### config.mk
export PLATFORM = sky130hd
export DESIGN_NAME = hex_io_unit
export DESIGN_NICKNAME = d
export VERILOG_FILES = /design/src/rtl/hex_io_unit.sv
export SDC_FILE = /design/constraint.sdc
export NUM_CORES = 1
export LEC_CHECK = 0
export ABC_AREA = 1
export CAP_MARGIN = 30
export CORE_UTILIZATION = 45
export DETAILED_ROUTE_END_ITERATION = 12
export GPL_ROUTABILITY_DRIVEN = 0
export PLACE_DENSITY_LB_ADDON = 0.1
export REMOVE_ABC_BUFFERS = 1
export SLEW_MARGIN = 20
export SYNTH_ARGS = -nofsm -noshare
export SYNTH_HDL_FRONTEND = slang
export SYNTH_SLANG_ARGS = --single-unit
### constraint.sdc
create_clock -name clk -period 6 [get_ports clk]
set_clock_uncertainty 0.15 [all_clocks]
set_input_delay 0.9 -clock clk [delete_from_list [all_inputs] [get_ports clk]]
set_output_delay 0.9 -clock clk [all_outputs]
set_load 0.005 [all_outputs]
### src/rtl/hex_io_unit.sv
// hex_io_unit: CSR-mapped I/O port.
// Input side: 2-flop synchronizer + debounce for the 18 slide switches.
// Output side: sequential double-dabble binary-to-BCD conversion of CSR
// writes, driving eight active-low seven-segment displays with leading
// zeros blanked. A one-entry, latest-wins buffer holds a write that
// arrives while a conversion is running.
module hex_io_unit #(
  parameter int DEBOUNCE_CYCLES = 4
) (
  input  logic        clk,
  input  logic        rst,
  input  logic [17:0] SW,
  output logic [31:0] sw_value,
  input  logic        wr_en,
  input  logic [31:0] wr_data,
  output logic        busy,
  output logic [6:0]  HEX0,
  output logic [6:0]  HEX1,
  output logic [6:0]  HEX2,
  output logic [6:0]  HEX3,
  output logic [6:0]  HEX4,
  output logic [6:0]  HEX5,
  output logic [6:0]  HEX6,
  output logic [6:0]  HEX7
);

  // Counter wide enough to hold DEBOUNCE_CYCLES itself (saturation value).
  localparam int            CW      = $clog2(DEBOUNCE_CYCLES + 1);
  localparam logic [CW-1:0] CNT_MAX = CW'(DEBOUNCE_CYCLES);

  localparam logic [6:0] SEG_BLANK = 7'b1111111;
  localparam logic [6:0] SEG_ZERO  = 7'b1000000;

  typedef enum logic [1:0] {
    ST_IDLE,
    ST_SHIFT,
    ST_COMMIT
  } state_t;

  // ------------------------------------------------------------------
  // Switch path
  // ------------------------------------------------------------------
  logic [17:0]   s1_reg;
  logic [17:0]   s2_reg;
  logic [17:0]   s3_reg;
  logic [CW-1:0] cnt_reg;
  logic [17:0]   sw_value_reg;

  // Synchronize, then accept s3 only after it has been stable for DEBOUNCE_CYCLES samples.
  always_ff @(posedge clk) begin
    if (rst) begin
      s1_reg       <= '0;
      s2_reg       <= '0;
      s3_reg       <= '0;
      cnt_reg      <= '0;
      sw_value_reg <= '0;
    end else begin
      s1_reg <= SW;
      s2_reg <= s1_reg;
      s3_reg <= s2_reg;
      if (s2_reg != s3_reg) begin
        cnt_reg <= '0;
      end else if (cnt_reg != CNT_MAX) begin
        cnt_reg <= cnt_reg + CW'(1);
      end
      if (cnt_reg == CNT_MAX) begin
        sw_value_reg <= s3_reg;
      end
    end
  end

  assign sw_value = {14'b0, sw_value_reg};

  // ------------------------------------------------------------------
  // Conversion control
  // ------------------------------------------------------------------
  state_t      state_reg;
  state_t      state_next;
  logic [31:0] bin_reg;
  logic [39:0] bcd_reg;
  logic [4:0]  it_reg;
  logic        pending_valid_reg;
  logic [31:0] pending_data_reg;

  logic        start_en;
  logic [31:0] start_data;
  logic        pend_wr;
  logic        pend_clr;

  // State register.
  always_ff @(posedge clk) begin
    if (rst) begin
      state_reg <= ST_IDLE;
    end else begin
      state_reg <= state_next;
    end
  end

  // Next-state logic plus the start / pending-buffer control strobes.
  always_comb begin
    state_next = state_reg;
    start_en   = 1'b0;
    start_data = wr_data;
    pend_wr    = 1'b0;
    pend_clr   = 1'b0;
    case (state_reg)
      ST_IDLE: begin
        if (wr_en) begin
          start_en   = 1'b1;
          state_next = ST_SHIFT;
        end
      end
      ST_SHIFT: begin
        pend_wr = wr_en;
        if (it_reg == 5'd31) begin
          state_next = ST_COMMIT;
        end
      end
      ST_COMMIT: begin
        if (pending_valid_reg) begin
          // Buffered value goes first; a write on this same edge refills the buffer.
          start_en   = 1'b1;
          start_data = pending_data_reg;
          pend_wr    = wr_en;
          pend_clr   = ~wr_en;
          state_next = ST_SHIFT;
        end else if (wr_en) begin
          start_en   = 1'b1;
          state_next = ST_SHIFT;
        end else begin
          state_next = ST_IDLE;
        end
      end
      default: begin
        state_next = ST_IDLE;
      end
    endcase
  end

  // ------------------------------------------------------------------
  // Double-dabble datapath
  // ------------------------------------------------------------------
  logic [39:0] bcd_adj;

  // Add 3 to every BCD nibble that is 5 or more before the shift.
  generate
    for (genvar gi = 0; gi < 10; gi++) begin : g_adj
      assign bcd_adj[4*gi +: 4] = (bcd_reg[4*gi +: 4] >= 4'd5) ?
                                  (bcd_reg[4*gi +: 4] + 4'd3) :
                                  bcd_reg[4*gi +: 4];
    end
  endgenerate

  // Load a new operand on start, otherwise shift one bit per SHIFT cycle.
  always_ff @(posedge clk) begin
    if (rst) begin
      bin_reg <= '0;
      bcd_reg <= '0;
      it_reg  <= '0;
    end else if (start_en) begin
      bin_reg <= start_data;
      bcd_reg <= '0;
      it_reg  <= '0;
    end else if (state_reg == ST_SHIFT) begin
      {bcd_reg, bin_reg} <= {bcd_adj[38:0], bin_reg, 1'b0};
      it_reg             <= it_reg + 5'd1;
    end
  end

  // One-entry pending buffer; newest write overwrites older content.
  always_ff @(posedge clk) begin
    if (rst) begin
      pending_valid_reg <= 1'b0;
      pending_data_reg  <= '0;
    end else if (pend_wr) begin
      pending_valid_reg <= 1'b1;
      pending_data_reg  <= wr_data;
    end else if (pend_clr) begin
      pending_valid_reg <= 1'b0;
    end
  end

  assign busy = (state_reg != ST_IDLE) | pending_valid_reg;

  // ------------------------------------------------------------------
  // Segment encoding with leading-zero blanking
  // ------------------------------------------------------------------
  function automatic logic [6:0] seg7(input logic [3:0] d);
    logic [6:0] s;
    case (d)
      4'd0:    s = 7'b1000000;
      4'd1:    s = 7'b1111001;
      4'd2:    s = 7'b0100100;
      4'd3:    s = 7'b0110000;
      4'd4:    s = 7'b0011001;
      4'd5:    s = 7'b0010010;
      4'd6:    s = 7'b0000010;
      4'd7:    s = 7'b1111000;
      4'd8:    s = 7'b0000000;
      4'd9:    s = 7'b0010000;
      default: s = SEG_BLANK;
    endcase
    return s;
  endfunction

  logic [7:0] nz_upper;      // digit gi or any higher digit is nonzero
  logic [6:0] hex_enc [8];
  logic [6:0] hex_reg [8];

  // Only the low eight digits are shown; digits 9-10 are dropped (mod 10^8).
  generate
    for (genvar gi = 0; gi < 8; gi++) begin : g_enc
      if (gi == 7) begin : g_top
        assign nz_upper[gi] = (bcd_reg[4*gi +: 4] != 4'd0);
      end else begin : g_low
        assign nz_upper[gi] = (bcd_reg[4*gi +: 4] != 4'd0) | nz_upper[gi+1];
      end
      if (gi == 0) begin : g_units
        // Units digit is never blanked so zero reads as "0".
        assign hex_enc[gi] = seg7(bcd_reg[4*gi +: 4]);
      end else begin : g_upper
        assign hex_enc[gi] = nz_upper[gi] ? seg7(bcd_reg[4*gi +: 4]) : SEG_BLANK;
      end
    end
  endgenerate

  // Display registers only change on the commit cycle.
  always_ff @(posedge clk) begin
    if (rst) begin
      hex_reg[0] <= SEG_ZERO;
      for (int i = 1; i < 8; i++) begin
        hex_reg[i] <= SEG_BLANK;
      end
    end else if (state_reg == ST_COMMIT) begin
      for (int i = 0; i < 8; i++) begin
        hex_reg[i] <= hex_enc[i];
      end
    end
  end

  assign HEX0 = hex_reg[0];
  assign HEX1 = hex_reg[1];
  assign HEX2 = hex_reg[2];
  assign HEX3 = hex_reg[3];
  assign HEX4 = hex_reg[4];
  assign HEX5 = hex_reg[5];
  assign HEX6 = hex_reg[6];
  assign HEX7 = hex_reg[7];

endmodule

## Word level (Yosys, flattened, before mapping)

Memory sizes are Yosys's and may differ from the RTL's. A register that Yosys moved wholly into a read port is not among the register bits.
Cells that the tools add are included.

| operators by class | value |
|---|---|
| bitwise operators | 16 |
| magnitude comparators | 10 |
| eq/ne operators | 8 |
| mux-type cells | 64 |
| add/subtract/negate cells | 12 |
| reduce and logical (&&, ||, !) cells | 14 |
| divide/modulo/power cells | 0 |
| $mul | 0 |
| shifts and indexed selects | 0 |

Operator list:

| operator | number |
|---|---|
| $mux 32 | 4 |
| $mux 7 | 15 |
| $mux 4 | 25 |
| $ge 4x3->1 const B | 10 |
| $add 4x2->4 const B | 9 |
| $reduce_bool 4->1 | 7 |
| $ne 18x18->1 | 1 |
| $or 1x1->1 | 15 |
| $mux 1 | 14 |
| $pmux 2 s3 | 1 |
| $reduce_bool 2->1 | 3 |
| $add 5x1->5 const B | 1 |
| $eq 5x5->1 const B | 1 |
| $mux 2 | 2 |
| $ne 2x2->1 const B | 2 |
| $pmux 1 s2 | 2 |
| $reduce_or 2->1 | 2 |
| $add 3x1->3 const B | 1 |
| $add 3x2->3 const B | 1 |
| $eq 3x3->1 const B | 1 |
| $mux 3 | 1 |
| $ne 3x3->1 const B | 1 |
| $eq 2x1->1 const B | 1 |
| $eq 2x2->1 const B | 1 |
| other kinds (3) | 3 |

| word-level totals | value |
|---|---|
| output and inout bits | 89 |
| input bits | 53 |
| bits in registers | 187 |
| bits in latches | 0 |
| memories kept | 9 |
| ROM bits | 896 |
| bits in writable memories | 56 |

Memories:

| memory | depth | bits a word | read ports | clocked after Yosys merged registers in | write ports | RTL line | RTL |
|---|---|---|---|---|---|---|---|
| (no name shown) | 16 | 7 | 1 | 1 | 0 | 190 | `case (d)` |
| (no name shown) | 16 | 7 | 1 | 1 | 0 | 190 |  |
| (no name shown) | 16 | 7 | 1 | 1 | 0 | 190 |  |
| (no name shown) | 16 | 7 | 1 | 1 | 0 | 190 |  |
| (no name shown) | 16 | 7 | 1 | 1 | 0 | 190 |  |
| (no name shown) | 16 | 7 | 1 | 1 | 0 | 190 |  |
| +3 memories | - | - | - | - | - | - |  |

## Depth between registers and ports, before layout

Gate-level depths: netlist of run 1.

| logic depth | value |
|---|---|
| word-level depth | 9 |
| gate-level depth with buffers | 17 |
| depth with buffers taken out | 17 |

## Least setup slack after synthesis of run 1

OpenSTA, ideal clock, no wires.

| path | value |
|---|---|
| path type | in2reg |
| start point | input rst |
| end point | memory hex_reg[0][0] (enable) |
| arrival time | 2.208 ns |
| stages | 3 |
| setup slack | 3.006 ns |
| required time | 5.214 ns |
| path buffers | 1 |
| path through | inv_1 > buf_1 > nand2_1 |

RTL lines:

| what | RTL line | RTL |
|---|---|---|
| start: declaration | 11 | `input logic rst,` |
| end: declaration | 208 | `logic [6:0] hex_reg [8];` |

## Worst setup path after layout of run 1

| path | value |
|---|---|
| start point | register state_reg[0] |
| end point | register hex_enc[52] (netlist name) |

| between the ends | value |
|---|---|
| word-level cells in the longest chain between the ends | 4 |

Ends and longest elaborated chain:

| what | RTL line | RTL |
|---|---|---|
| start: declaration | 77 | `state_t state_reg;` |
| start signal: assignment | 95 | `state_reg <= state_next;` |
| $eq 2x2->1 or $logic_not 2->1 (tied branches) | 106 | `case (state_reg)` |
| $pmux 1 s2 | 106 |  |
| $reduce_or 2->1 (no source line) | - |  |
| $mux 4 (no source line) * | - |  |

Every way passes the cells marked *; elsewhere a longest branch is shown, timed or not.
A chain may end at the register's enable or synchronous reset.

==> summary.md, run 1 <==
| Metric | Value |
|---|---|
| Crit-path most repeated cell | inv_1 |
| Clock Sinks | 291 |
| Worst Tran Pin Value | 0.855 ns |
| H-tree levels | 1 |
| Lkg Pwr | 0.00696 uW |
| Final Util | 54.6% |
| Commonest cells after routing, fill and taps aside | nand2_1 (437), inv_1 (237), dfxtp_1 (235), nor2_1 (147), nand3_1 (129) |
| Largest net degree at the start of global routing | 84 |
| Die area | slightly below 30000 um^2 |
| Ports | roughly 140 |
| Reg2Reg Depth | 15 |
| Hold path depth | 2 |
| CP bufs+invs | 5 |
| Via density | between 4 and 5 |
| CTS tree | built |
| Most common cell after layout, fill and taps aside | nand2_1 |
| Placed Area | about 15000 um^2 |
| Worst R2R Start | state_reg[0] |
| Fmax | about 0.30 GHz |
| Worst path cell trace | inv_1, ha_1, nand2_2, nand3_4, nor2_4, buf_12, inv_1, nor2_1, inv_1, ha_1, inv_1, nand4_1, nand2_1, nand2_1, nand2_1 |
| Hold Fails Final Rpt | 0 |
| Remaining routing DRC violations | 1 |
| Tcrit/Tclk final | between 50% and 60% |
| Reg2Reg Capture Point | hex_enc[52] |
| Area growth syn-to-layout | 19.7% |
| Slowest cell on the critical path | dfxtp_1 |
| Share of layout cells above drive strength 1 | between 6 and 7% |
| Fin crit period | roughly 3.4 ns |
| DIE HEIGHT | 173 um |
| Cells after Synth | 1673 |
| Kind of critical path | register to register |
| CTS buffer count | 31 |
| Met1 usage | between 20% and 30% |
| Hold Crit Start | s1_reg[9] |
| Worst EP arrival | 3.66 ns |
| Worst-Skew Late Latency | 0.56 ns |
| Post-CTS setup buffer count | 0 |
| Tot GR Track Use | around 18% |
| Clk slew on worst S/H paths | roughly 0.060 ns |
| RSZ-0062 raised after global routing | false |
| Startpoint class of the critical path | register |
| Worst Hold Class | register to register |
| CP delay by family, top | simple AND/OR/NAND/NOR gates |
| Hold Worst Slack | approximately 0.25 ns |
| Max incr delay on CP | 0.41 ns |
| Rows | a little over 60 |
| Mapped Avg Cell Area | 7.83 um^2 |
| Post-Synthesis Cell Area | around 13000 um^2 |
| Hold path endpoint | s2_reg[9] |
| WP data required | approximately 6.3 ns |
| Met2 usage | a little under a third |
| # hold bufs at CTS | 0 |
| Yosys reg bits | between 200 and 300 |
| Detail Placement HPWL | between 15000 and 20000 um |
| First-pass GRT wire length | around 45000 um |
| Register area share after synthesis | between 40% and 50% |
| IO Port Bufs | 127 |
| Post-route design area | 15700 um^2 |
| Synth cell types | 38 |
| Via count | 10200 |
| MaxCap Viol Count | 0 |
| Pwr Density | around 370 nW/um^2 |
| Fin Setup TNS | 0 ns |
| Routed Antenna Nets | 0 |
| Failing checks | design-rule violations |
| Outcome | finished with violations |
| Crit path max fanout | 68 |
| Deepest clock path buffer count | 3 |
| Core area | 28700 um^2 |
| Initial DRT Pass Iterations | 9 |
| Root buffer cell | clkbuf_16 |
| Initial antenna violation count | 0 |
| Diode count | 0 |
| Setup violators final | 0 |
| Initial Util | 45.6% |
| Global Route met3 Usage | 2.68% |
| Grt ovf | 0 |
| Die Width | around 170 um |
| R2R setup slack | between 2 and 3 ns |
| CP endpoint kind | register |
| Routed len/inst | 11.8 um |
| Starting DRT DRC Count | 554 |
| Yosys warning total | 0 |
| Vias in the first global route | around 9600 |
| Maximum VDD drop | 0.231 mV |
| Final Max Slew Viols | 0 |
| Max-slew headroom | roughly 43% |
| Routed Wire Length | approximately 26000 um |
| PostCTS Resize Cnt | 0 |
| Total power | between 5000 and 6000 uW |
| Nets | roughly 1900 |
| GR peak layer | met2 |
==> synth_stat cells <==
library cell	instances	area [um^2]
a21oi_1	39	195
a21oi_2	7	61.3
a31o_2	1	8.76
a31oi_1	31	194
and3_1	2	12.5
buf_1	7	26.3
buf_2	17	85.1
buf_4	16	120
buf_6	3	33.8
clkbuf_1	33	124
conb_1	1	3.75
dfxtp_1	235	4700
edfxtp_1	56	1680
ha_1	71	888
inv_1	237	890
inv_2	5	18.8
nand2_1	438	1640
nand2_2	12	75.1
nand3_1	129	646
nand3_2	3	30.0
nand3_4	1	17.5
nand3b_1	2	15.0
nand4_1	28	175
nor2_1	147	552
nor2_2	1	6.26
nor2_4	1	11.3
nor3_1	1	5.00
nor3b_1	1	7.51
o2111ai_1	2	17.5
o211ai_1	9	67.6
o21ai_0	90	450
o21ai_1	6	30.0
o21ai_2	3	26.3
o21bai_1	2	15.0
o22ai_1	2	12.5
or2_2	21	131
xnor2_1	6	52.6
xor2_1	7	61.3
==> worst max-delay path by stage <==
stage | end | cells after the start | startpoint
finish | hex_enc[52] | 15 | state_reg[0]
global route | hex_enc[52] | 15 | state_reg[0]
CTS | hex_enc[52] | 15 | state_reg[0]
detailed placement | hex_enc[52] | 15 | state_reg[0]
global placement | hex_enc[52] | 15 | state_reg[0]
floorplan | register | 12 | state_reg[1]
==> layout make-up <==
type	instances	area, um^2
Timing Repair Buffer	138	1390
Sequential cell	291	6390
Clock buffer	40	830
Fill cell	2750	13000
Tap cell	384	480
Multi-Input combinational cell	1077	5470
Inverter	242	908
Clock inverter	18	214
==> metal layers <==
layer  part of all wire (%)  wire (um)
met5                      0          0
met4                    1.6        407
met3                    3.9       1020
met2                     46      11800
met1                     49      12600
==> cells by family after synthesis <==
group / share of synthesized area [%]
DFF: 48.8
other: 0.0286
and+or+nand+nor: 25.4
adders and majority gates: 6.78
AOI/OAI and AO/OA: 8.24
xor gates and xnor gates: 0.869
buffers and inverters: 9.91
==> worst reg2reg max path, cell delays in order, from the launching register on <==
cell	delay, ns
dfxtp_1	0.41
inv_1	0.09
ha_1	0.36
nand2_2	0.37
nand3_4	0.13
nor2_4	0.12
buf_12	0.30
inv_1	0.28
nor2_1	0.30
inv_1	0.15
ha_1	0.32
inv_1	0.04
nand4_1	0.07
nand2_1	0.07
nand2_1	0.05
nand2_1	0.05
==> metrics by stage <==
stage	instances	setup slack, ns
floorplan	1610	1.55
global placement	2130	2.23
detailed placement	2130	2.16
CTS	2188	2.14
global route	2190	2.37
finish	2190	2.64
==> where the power goes <==
part           switching, uW  leakage (uW)  total (uW)  internal, uW
clock                    779      0.000499        1930          1150
combinational            944       0.00412        1460           517
sequential               118       0.00234        2450          2340
Power figures use the tool's default switching activity.
==> inputs of run 2 (changes only) <==
==> constraint.sdc (replaced) <==
create_clock -name clk -period 3 [get_ports clk]
set_clock_uncertainty 0.15 [all_clocks]
set_input_delay 0.45 -clock clk [delete_from_list [all_inputs] [get_ports clk]]
set_output_delay 0.45 -clock clk [all_outputs]
set_load 0.005 [all_outputs]
==> summary.md, run 2 (same netlist as run 1, synthesis figures left out) <==
| Metric | Value |
|---|---|
| Die area | 29800 um^2 (unchanged) |
| Area growth syn-to-layout | 20.3% (was 19.7%) |
| Diode count | 0 (unchanged) |
| Core area | 28700 um^2 (unchanged) |
| RSZ-0062 raised after global routing | false (unchanged) |
| Via density | 4.72 (was 4.68) |
| Routed Wire Length | 25600 um (was 25800 um) |
| PostCTS Resize Cnt | 0 (unchanged) |
| Worst-Skew Late Latency | 0.56 ns (about the same) |
| Fin cells | 2199 (was 2190) |
| Reg2Reg Depth | 14 (was 15) |
| Initial Util | 45.6% (unchanged) |
| Hold Fails Final Rpt | 0 (unchanged) |
| Vias in the first global route | 9718 (was 9628) |
| Post-CTS setup buffer count | 0 (unchanged) |
| Tot GR Track Use | 17.4% (was 17.6%) |
| Clk slew on worst S/H paths | 0.06 ns (about the same) |
| Hold path endpoint | s2_reg[9] (unchanged) |
| Commonest cells after routing, fill and taps aside | nand2_1 (437), inv_1 (237), dfxtp_1 (235), nor2_1 (147), nand3_1 (129) (unchanged) |
| Outcome | finished with violations (unchanged) |
| # hold bufs at CTS | 0 (unchanged) |
| Maximum VDD drop | 0.426 mV (was 0.231 mV) |
| Fin crit period | around 2.6 ns |
| WP data required | 2.40 ns (was 6.30 ns) |
| Setup violators final | 0 (unchanged) |
| Worst R2R Start | state_reg[0] (unchanged) |
| Root buffer cell | clkbuf_16 (unchanged) |
| R2R setup slack | 0.42 ns (was 2.64 ns) |
| Final Max Slew Viols | 0 (unchanged) |
| DIE HEIGHT | 173 um (unchanged) |
| CTS tree | built (unchanged) |
| Reg2Reg Capture Point | hex_enc[52] (unchanged) |
| Total power | 11700 uW (was 5840 uW) |
| Fmax | 0.386 GHz |
| Deepest clock path buffer count | 3 (unchanged) |
| Worst EP arrival | 1.99 ns (was 3.66 ns) |
| Sequential power share | 41.6% (was 42.0%) |
| Starting DRT DRC Count | 512 (was 554) |
| Share of layout cells above drive strength 1 | 7.33% (was 6.37%) |
| Initial antenna violation count | 0 (unchanged) |
| Largest net degree at the start of global routing | 65 (was 84) |
| Clock Sinks | 291 (unchanged) |
| Switching share of power | 31.2% (was 31.5%) |
| Routed Antenna Nets | 0 (unchanged) |
| Most common cell after layout, fill and taps aside | nand2_1 (unchanged) |
| H-tree levels | 1 (unchanged) |
| Grt ovf | 0 (unchanged) |
| Initial DRT Pass Iterations | 8 (was 9) |
| Placed instance count | 2143 (was 2130) |
| Cell Int Power | 8080 uW (was 4000 uW) |
| Kind of critical path | register to primary output (was register to register) |
| Tcrit/Tclk final | a little under nine tenths |
| Routed len/inst | 11.6 um (was 11.8 um) |
| Max-slew headroom | 55.7% (was 43.0%) |
| Ports | 142 (unchanged) |
| First-pass GRT wire length | 44400 um (was 44700 um) |
| MaxCap Viol Count | 0 (unchanged) |
| Lkg Pwr | 0.00703 uW (was 0.00696 uW) |
| Switch Pwr | 3670 uW (was 1840 uW) |
| Crit path max fanout | 4 (was 68) |
| Worst Hold Class | register to register (unchanged) |
| CP endpoint kind | primary output (was register) |
| Startpoint class of the critical path | register (unchanged) |
| Die Width | 173 um (unchanged) |
| Nets | 1915 (was 1905) |
| Via count | 10400 (was 10200) |
| Hold path depth | 2 (unchanged) |
| Rows | 62 (unchanged) |
| IO Port Bufs | 127 (unchanged) |
| Hold Crit Start | s1_reg[9] (unchanged) |
| Detail Placement HPWL | 17200 um (was 16900 um) |
| Remaining routing DRC violations | 1 (unchanged) |
| Fin Setup TNS | 0 ns (unchanged) |
| Logic gate share of total power | 25.4% (was 25.0%) |
| CTS buffer count | 30 (was 31) |
| Failing checks | design-rule violations (unchanged) |
| Clock share of power | 33.0% (about the same) |
| Pwr Density | 746 nW/um^2 (was 373 nW/um^2) |
| Worst Tran Pin Value | 0.664 ns (was 0.855 ns) |
| Hold Worst Slack | 0.250 ns (was 0.248 ns) |
## run 2: cell count changes in the layout (fill, tap and decap cells not counted), sizes merged
cell,change
clkinvlp,-2
buf,+11
clkbuf,+3
clkinv,-4
bufinv,-1
inv,+2
## run 2: metrics by stage
step | util (%) | setup slack, ns | area (um^2)
after floorplan | - | -1.45 | 12800
after global placement | 51.2 | 0.297 | 14700
after detailed placement | 51.2 | 0.214 | 14700
after CTS | 54.9 | 0.348 | 15800
after global routing | 54.9 | 0.137 | 15800
final | 54.9 | 0.408 | 15800
## run 2: routing by layer
metal	up-vias	GRT usage (%)	share of wire [%]
met5	-	0	0
met4	0	4.76	2.1
met3	40	2.40	3.8
met2	169	29.4	45
met1	4664	23.2	49
li1	5499	-	-
## run 2: cell type report
| cell class | instances | area (um^2) |
|---|---|---|
| Fill cell | 2691 | 12900 |
| Sequential cell | 291 | 6390 |
| Multi-Input combinational cell | 1077 | 5470 |
| Timing Repair Buffer | 149 | 1460 |
| Inverter | 242 | 908 |
| Clock buffer | 43 | 900 |
| Tap cell | 384 | 480 |
| Clock inverter | 13 | 160 |
## run 2: worst max-delay path by stage
stage	start	end	cells past startpoint	slack (ns)
after floorplan	state_reg[1]	register	12	-1.45
after global placement	wr_en	register	10	0.30
after detailed placement	wr_en	hex_enc[52]	13	0.21
after CTS	state_reg[0]	pending_data_reg[2]	10	0.35
after global routing	state_reg[0]	pending_data_reg[13]	10	0.14
final	state_reg[1]	busy	5	0.41
## run 2: worst max-delay path, stage by stage (launching register included)
cell	delay, ns
dfxtp_1	0.32
inv_1	0.12
ha_1	0.19
inv_1	0.07
or2_2	0.28
clkdlybuf4s50_1	0.45
## run 2: power by group through the flow
stage | registers, uW | clock network, uW | logic [uW]
after global routing | 4960 | 4160 | 3410
after detailed placement | 4970 | 0 | 3000
after global placement | 4970 | 0 | 2960
after CTS | 4890 | 4000 | 3010
after floorplan | 4950 | 0 | 1950
final | 4890 | 3880 | 2980
